**config.mk**
```make
export PLATFORM = sky130hd
export DESIGN_NAME = taxi_fare
export DESIGN_NICKNAME = d
export VERILOG_FILES = /design/src/rtl/taxi_fare.sv
export SDC_FILE = /design/constraint.sdc
export NUM_CORES = 1
export LEC_CHECK = 0
export BUFFER_PORTS_ARGS = -buffer_cell sky130_fd_sc_hd__buf_2
export CORE_UTILIZATION = 54
export CTS_CLUSTER_SIZE = 20
export DETAILED_ROUTE_END_ITERATION = 10
export GPL_TIMING_DRIVEN = 0
export PLACE_DENSITY = 0.68
export SYNTH_ARGS = -nofsm -noshare
export SYNTH_HDL_FRONTEND = slang
export SYNTH_SLANG_ARGS = --single-unit
```
**constraint.sdc**
```tcl
create_clock -name clk -period 17.45 [get_ports clk]
set_input_delay 0 -clock clk [delete_from_list [all_inputs] [get_ports clk]]
set_output_delay 0 -clock clk [all_outputs]
set_load 0.1 [all_outputs]
```
**src/rtl/taxi_fare.sv**
```systemverilog
// Incremental taxi fare meter: charges per-cycle deltas of the distance and
// wait-time counters against base fare, free distance and per-step rates.
module taxi_fare #(
  parameter int unsigned BASE_FARE  = 1300,
  parameter int unsigned FREE_DIST  = 3000,
  parameter int unsigned KM_UNITS   = 1000,
  parameter int unsigned KM_RATE    = 230,
  parameter int unsigned WAIT_UNITS = 30000,
  parameter int unsigned WAIT_RATE  = 100
) (
  input  logic        clk,
  input  logic        rst,
  input  logic        start,
  input  logic        stop,
  input  logic        pause,
  input  logic [31:0] distance,
  input  logic [31:0] wait_time,
  output logic [31:0] money,
  output logic        charging,
  output logic        trip_done
);

  localparam int unsigned W  = 32;
  localparam int unsigned WX = W + 1;

  typedef enum logic [1:0] {
    IDLE = 2'd0,
    RUN  = 2'd1,
    HOLD = 2'd2,
    DONE = 2'd3
  } state_t;

  state_t         state, state_nxt;
  logic [W-1:0]   money_nxt;
  logic [W-1:0]   dist_prev, dist_prev_nxt;
  logic [W-1:0]   wait_prev, wait_prev_nxt;
  logic [W-1:0]   free_left, free_left_nxt;
  logic [W-1:0]   dist_rem, dist_rem_nxt;
  logic [W-1:0]   wait_rem, wait_rem_nxt;

  // Per-cycle delta datapath (modular subtraction absorbs counter wrap)
  logic [W-1:0]   dist_delta, free_used, dist_net, wait_delta;
  logic [WX-1:0]  dist_sum, wait_sum, money_sum;
  logic           dist_step, wait_step;

  always_comb begin
    dist_delta = distance - dist_prev;
    free_used  = (dist_delta < free_left) ? dist_delta : free_left;
    dist_net   = dist_delta - free_used;
    dist_sum   = WX'(dist_rem) + WX'(dist_net);
    dist_step  = (dist_sum >= WX'(KM_UNITS));
    wait_delta = wait_time - wait_prev;
    wait_sum   = WX'(wait_rem) + WX'(wait_delta);
    wait_step  = (wait_sum >= WX'(WAIT_UNITS));
    money_sum  = WX'(money)
               + (dist_step ? WX'(KM_RATE) : WX'(0))
               + (wait_step ? WX'(WAIT_RATE) : WX'(0));
  end

  // Next-state and register updates; precedence stop > start > pause
  always_comb begin
    logic load;
    state_nxt     = state;
    money_nxt     = money;
    dist_prev_nxt = dist_prev;
    wait_prev_nxt = wait_prev;
    free_left_nxt = free_left;
    dist_rem_nxt  = dist_rem;
    wait_rem_nxt  = wait_rem;
    load          = 1'b0;

    case (state)
      IDLE: begin
        money_nxt = '0;
        if (start) load = 1'b1;
      end
      RUN: begin
        if (stop) begin
          state_nxt = DONE;
        end else if (start) begin
          load = 1'b1;
        end else begin
          dist_prev_nxt = distance;
          wait_prev_nxt = wait_time;
          if (pause) begin
            state_nxt = HOLD;
          end else begin
            free_left_nxt = free_left - free_used;
            dist_rem_nxt  = dist_step ? W'(dist_sum - WX'(KM_UNITS)) : W'(dist_sum);
            wait_rem_nxt  = wait_step ? W'(wait_sum - WX'(WAIT_UNITS)) : W'(wait_sum);
            money_nxt     = money_sum[W] ? {W{1'b1}} : W'(money_sum);
          end
        end
      end
      HOLD: begin
        if (stop) begin
          state_nxt = DONE;
        end else if (start) begin
          load = 1'b1;
        end else begin
          dist_prev_nxt = distance;
          wait_prev_nxt = wait_time;
          if (!pause) state_nxt = RUN;
        end
      end
      DONE: begin
        if (start) load = 1'b1;
      end
      default: state_nxt = IDLE;
    endcase

    if (load) begin
      state_nxt     = RUN;
      money_nxt     = W'(BASE_FARE);
      dist_prev_nxt = distance;
      wait_prev_nxt = wait_time;
      free_left_nxt = W'(FREE_DIST);
      dist_rem_nxt  = '0;
      wait_rem_nxt  = '0;
    end
  end

  always_ff @(posedge clk) begin
    if (rst) begin
      state     <= IDLE;
      money     <= '0;
      dist_prev <= '0;
      wait_prev <= '0;
      free_left <= '0;
      dist_rem  <= '0;
      wait_rem  <= '0;
      charging  <= 1'b0;
      trip_done <= 1'b0;
    end else begin
      state     <= state_nxt;
      money     <= money_nxt;
      dist_prev <= dist_prev_nxt;
      wait_prev <= wait_prev_nxt;
      free_left <= free_left_nxt;
      dist_rem  <= dist_rem_nxt;
      wait_rem  <= wait_rem_nxt;
      charging  <= (state_nxt == RUN);
      trip_done <= (state_nxt == DONE);
    end
  end

endmodule

```
==> results.sh <==
export IMPL_min_from="pause"
export IMPL_drc_errors=0
export IMPL_grt_pass1_vias=19800
export IMPL_endpoint_kind="flop"
export IMPL_critPathRequiredTime_ns=17.83
export IMPL_ys_top_cells_by_area="dfxtp_1, ha_1, a21oi_1"
export IMPL_yosysSeqAreaShare_pct=19.5
export IMPL_startpoint="dist_prev[0]"
export IMPL_grt_max_degree=20
export IMPL_synth_nets=3093
export IMPL_final_nets=3280
export IMPL_clkLatencyLatePin_ns=0.47
export IMPL_grt_pass1_wl_um=100000
export IMPL_crit_fanout=11
export IMPL_slew_violations=0
export IMPL_wirelength_um=62900
export IMPL_synth_edf_count=0
export IMPL_finClkSkew_ns=0.0131
export IMPL_max_freq_ghz=0.0605
export IMPL_most_common_layout_cells="nand2_1, a21oi_1, nor2_1"
export IMPL_crit_slowest_cell="or4_1"
export IMPL_root_buffer="clkbuf_16"
export IMPL_slew_headroom_pct=11.0
export IMPL_core_area_mm2=0.0366
export IMPL_fin_setup_tns_ns=0
export IMPL_ir_drop_uv=92.2
export IMPL_wl_per_cell_um=18.1
export IMPL_p_per_area_mw_per_mm2=144
export IMPL_outcome="completed"
export IMPL_synth_area_leader_cell="dfxtp_1"
export IMPL_cts_sinks=196
export IMPL_drv_cap=0
export IMPL_min_path_type="in2reg"
export IMPL_ys_flop_type="dfxtp_1"
export IMPL_dp_hpwl_um=48600
export IMPL_yosysWarnings=0
export IMPL_cts_tree="built"
export IMPL_viasPerCell=6.05
export IMPL_async_reset_ff_share_pct=0
export IMPL_crit_type="reg2reg"
export IMPL_die_w_um=195
export IMPL_netlist_area_mm2=0.0201
export IMPL_drt_pass1_iter_count=6
export IMPL_layout_drive_gt1_share_pct=7.71
export IMPL_synth_cell_types=95
export IMPL_initial_core_util_pct=54.8
export IMPL_dieArea_mm2=0.0379
export IMPL_antenna_found_initial=1
export IMPL_p_leak_uw=0.00966
export IMPL_drtAntennaViolNets=0
export IMPL_row_count=70
export IMPL_critPathLaunchType="flop"
export IMPL_rsz0062_at_grt="no"
export IMPL_path_clk_slew_ns=0.08
export IMPL_fin_crit_sh_pct=94.8
export IMPL_hold_violations=0
export IMPL_ios=103
export IMPL_cpMostUsedCell="ha_1"
export IMPL_die_h_um=195
export IMPL_grt_overflow_total=0
export IMPL_setup_violations=0
export IMPL_synth_top_area_share_pct=19.5
export IMPL_post_route_min_period_ns=16.54
export IMPL_port_buffers=100
export IMPL_avgSynthCellArea_um2=7.15
export IMPL_area_growth_pct=12.7
export IMPL_synth_cells=2808
export IMPL_tightest_slew_ns=1.33
export IMPL_grtUsageTotal_pct=32.5
export IMPL_vias=21000
export IMPL_worstPathArrival_ns=16.92
export IMPL_slowest_delay_ns=0.50
export IMPL_clock_path_buffers=2
export IMPL_htreeDepth=4
export IMPL_drt_iter0_markers=1595
export IMPL_synth_seq_cells=196
export IMPL_final_common_cell="nand2_1"
export IMPL_gp_congestion=0.983
export IMPL_cts_made_buffers=17
export IMPL_rr_startpoint="dist_prev[0]"
export IMPL_fin_util_pct=61.8
## final timing paths
kind	endpoint	slack, ns	cells after the start
setup / recovery	money[13]	0.91	71
hold / removal	state[1]	0.04	5
setup reg to reg	money[13]	0.91	71
hold reg to reg	wait_prev[22]	0.46	2
## critical path: cells and delay by family, from the launching register on
kind | cells | cell delay [ns]
AOI/OAI and AO/OA | 31 | 6.88
and+or+nand+nor | 18 | 3.93
adders and majority gates | 8 | 2.49
buffers and inverters | 12 | 2.43
DFF | 1 | 0.34
xor gates and xnor gates | 2 | 0.33
## power by group
part	total, uW	leakage, uW	switching [uW]	internal, uW
logic	2340	0.00779	1450	889
clock network	418	0.000272	213	206
registers	494	0.00160	17.9	476
## through the flow
step	cells	area (um2)	hold slack [ns]	setup WS, ns	total power, uW
finish	3477	22600	0.0381	0.915	3250
global route	3476	22600	0.0965	0.00195	3510
CTS	3473	22500	0.0263	0.0349	3190
detailed placement	3376	21200	0.261	-2.41	2740
global placement	3376	21200	0.252	-2.25	2700
floorplan	2808	20100	0.136	1.86	2240
## flip-flops by register name, indices dropped and copies added (netlist names)
register / flops
wait_prev: 32
wait_rem: 32
dist_prev: 32
money: 32
state: 2
dist_rem: 32
trip_done: 1
charging: 1
free_left: 32
## Yosys cell counts (57+ instances only)
library cell    n
nand2_1       336
o21ai_0       216
a21o_1         89
clkbuf_1       98
nor3_1         79
xnor2_1       133
ha_1          208
xor2_1         57
a21oi_1       337
inv_1         191
nor2_1        219
nand3_1        67
dfxtp_1       196
## repair_timing
action                                  4_1_cts  5_1_grt
buffers inserted                              2        5
hold buffers                                 64        0
gates resized for setup                      27       33
pin swaps                                     1        9
hold endpoints to repair                     64        0
endpoints found under the setup margin       32       32
## final cells by class
class / count / area (um2)
tap: 468 / 586
clock inverter: 14 / 145
clock buffer: 18 / 439
sequential: 196 / 3920
multi-input combinational: 2304 / 15100
buffer: 114 / 490
timing repair buffer: 171 / 1190
antenna: 1 / 2.50
inverter: 191 / 717
fill: 3375 / 14000
## layer usage
layer / track usage (%) / wire length, um / up-vias
met4: 13.5 / 1960 / 0
li1: - / - / 10400
met5: 0 / 0 / -
met1: 42.4 / 28000 / 9839
met3: 3.54 / 3820 / 118
met2: 54.5 / 29100 / 671
## logic make-up after synthesis
kind of cell,after synthesis,synth area share (%)
AND/OR/NAND/NOR,935,21.9
AO/OA/AOI/OAI,942,29.3
adder cells (fa/ha/maj),227,14.3
flip-flops,196,19.5
buffers and inverters,308,5.91
XOR/XNOR,193,8.63
multiplexers,7,0.368
No activity file was read; power rests on OpenSTA's default activity.
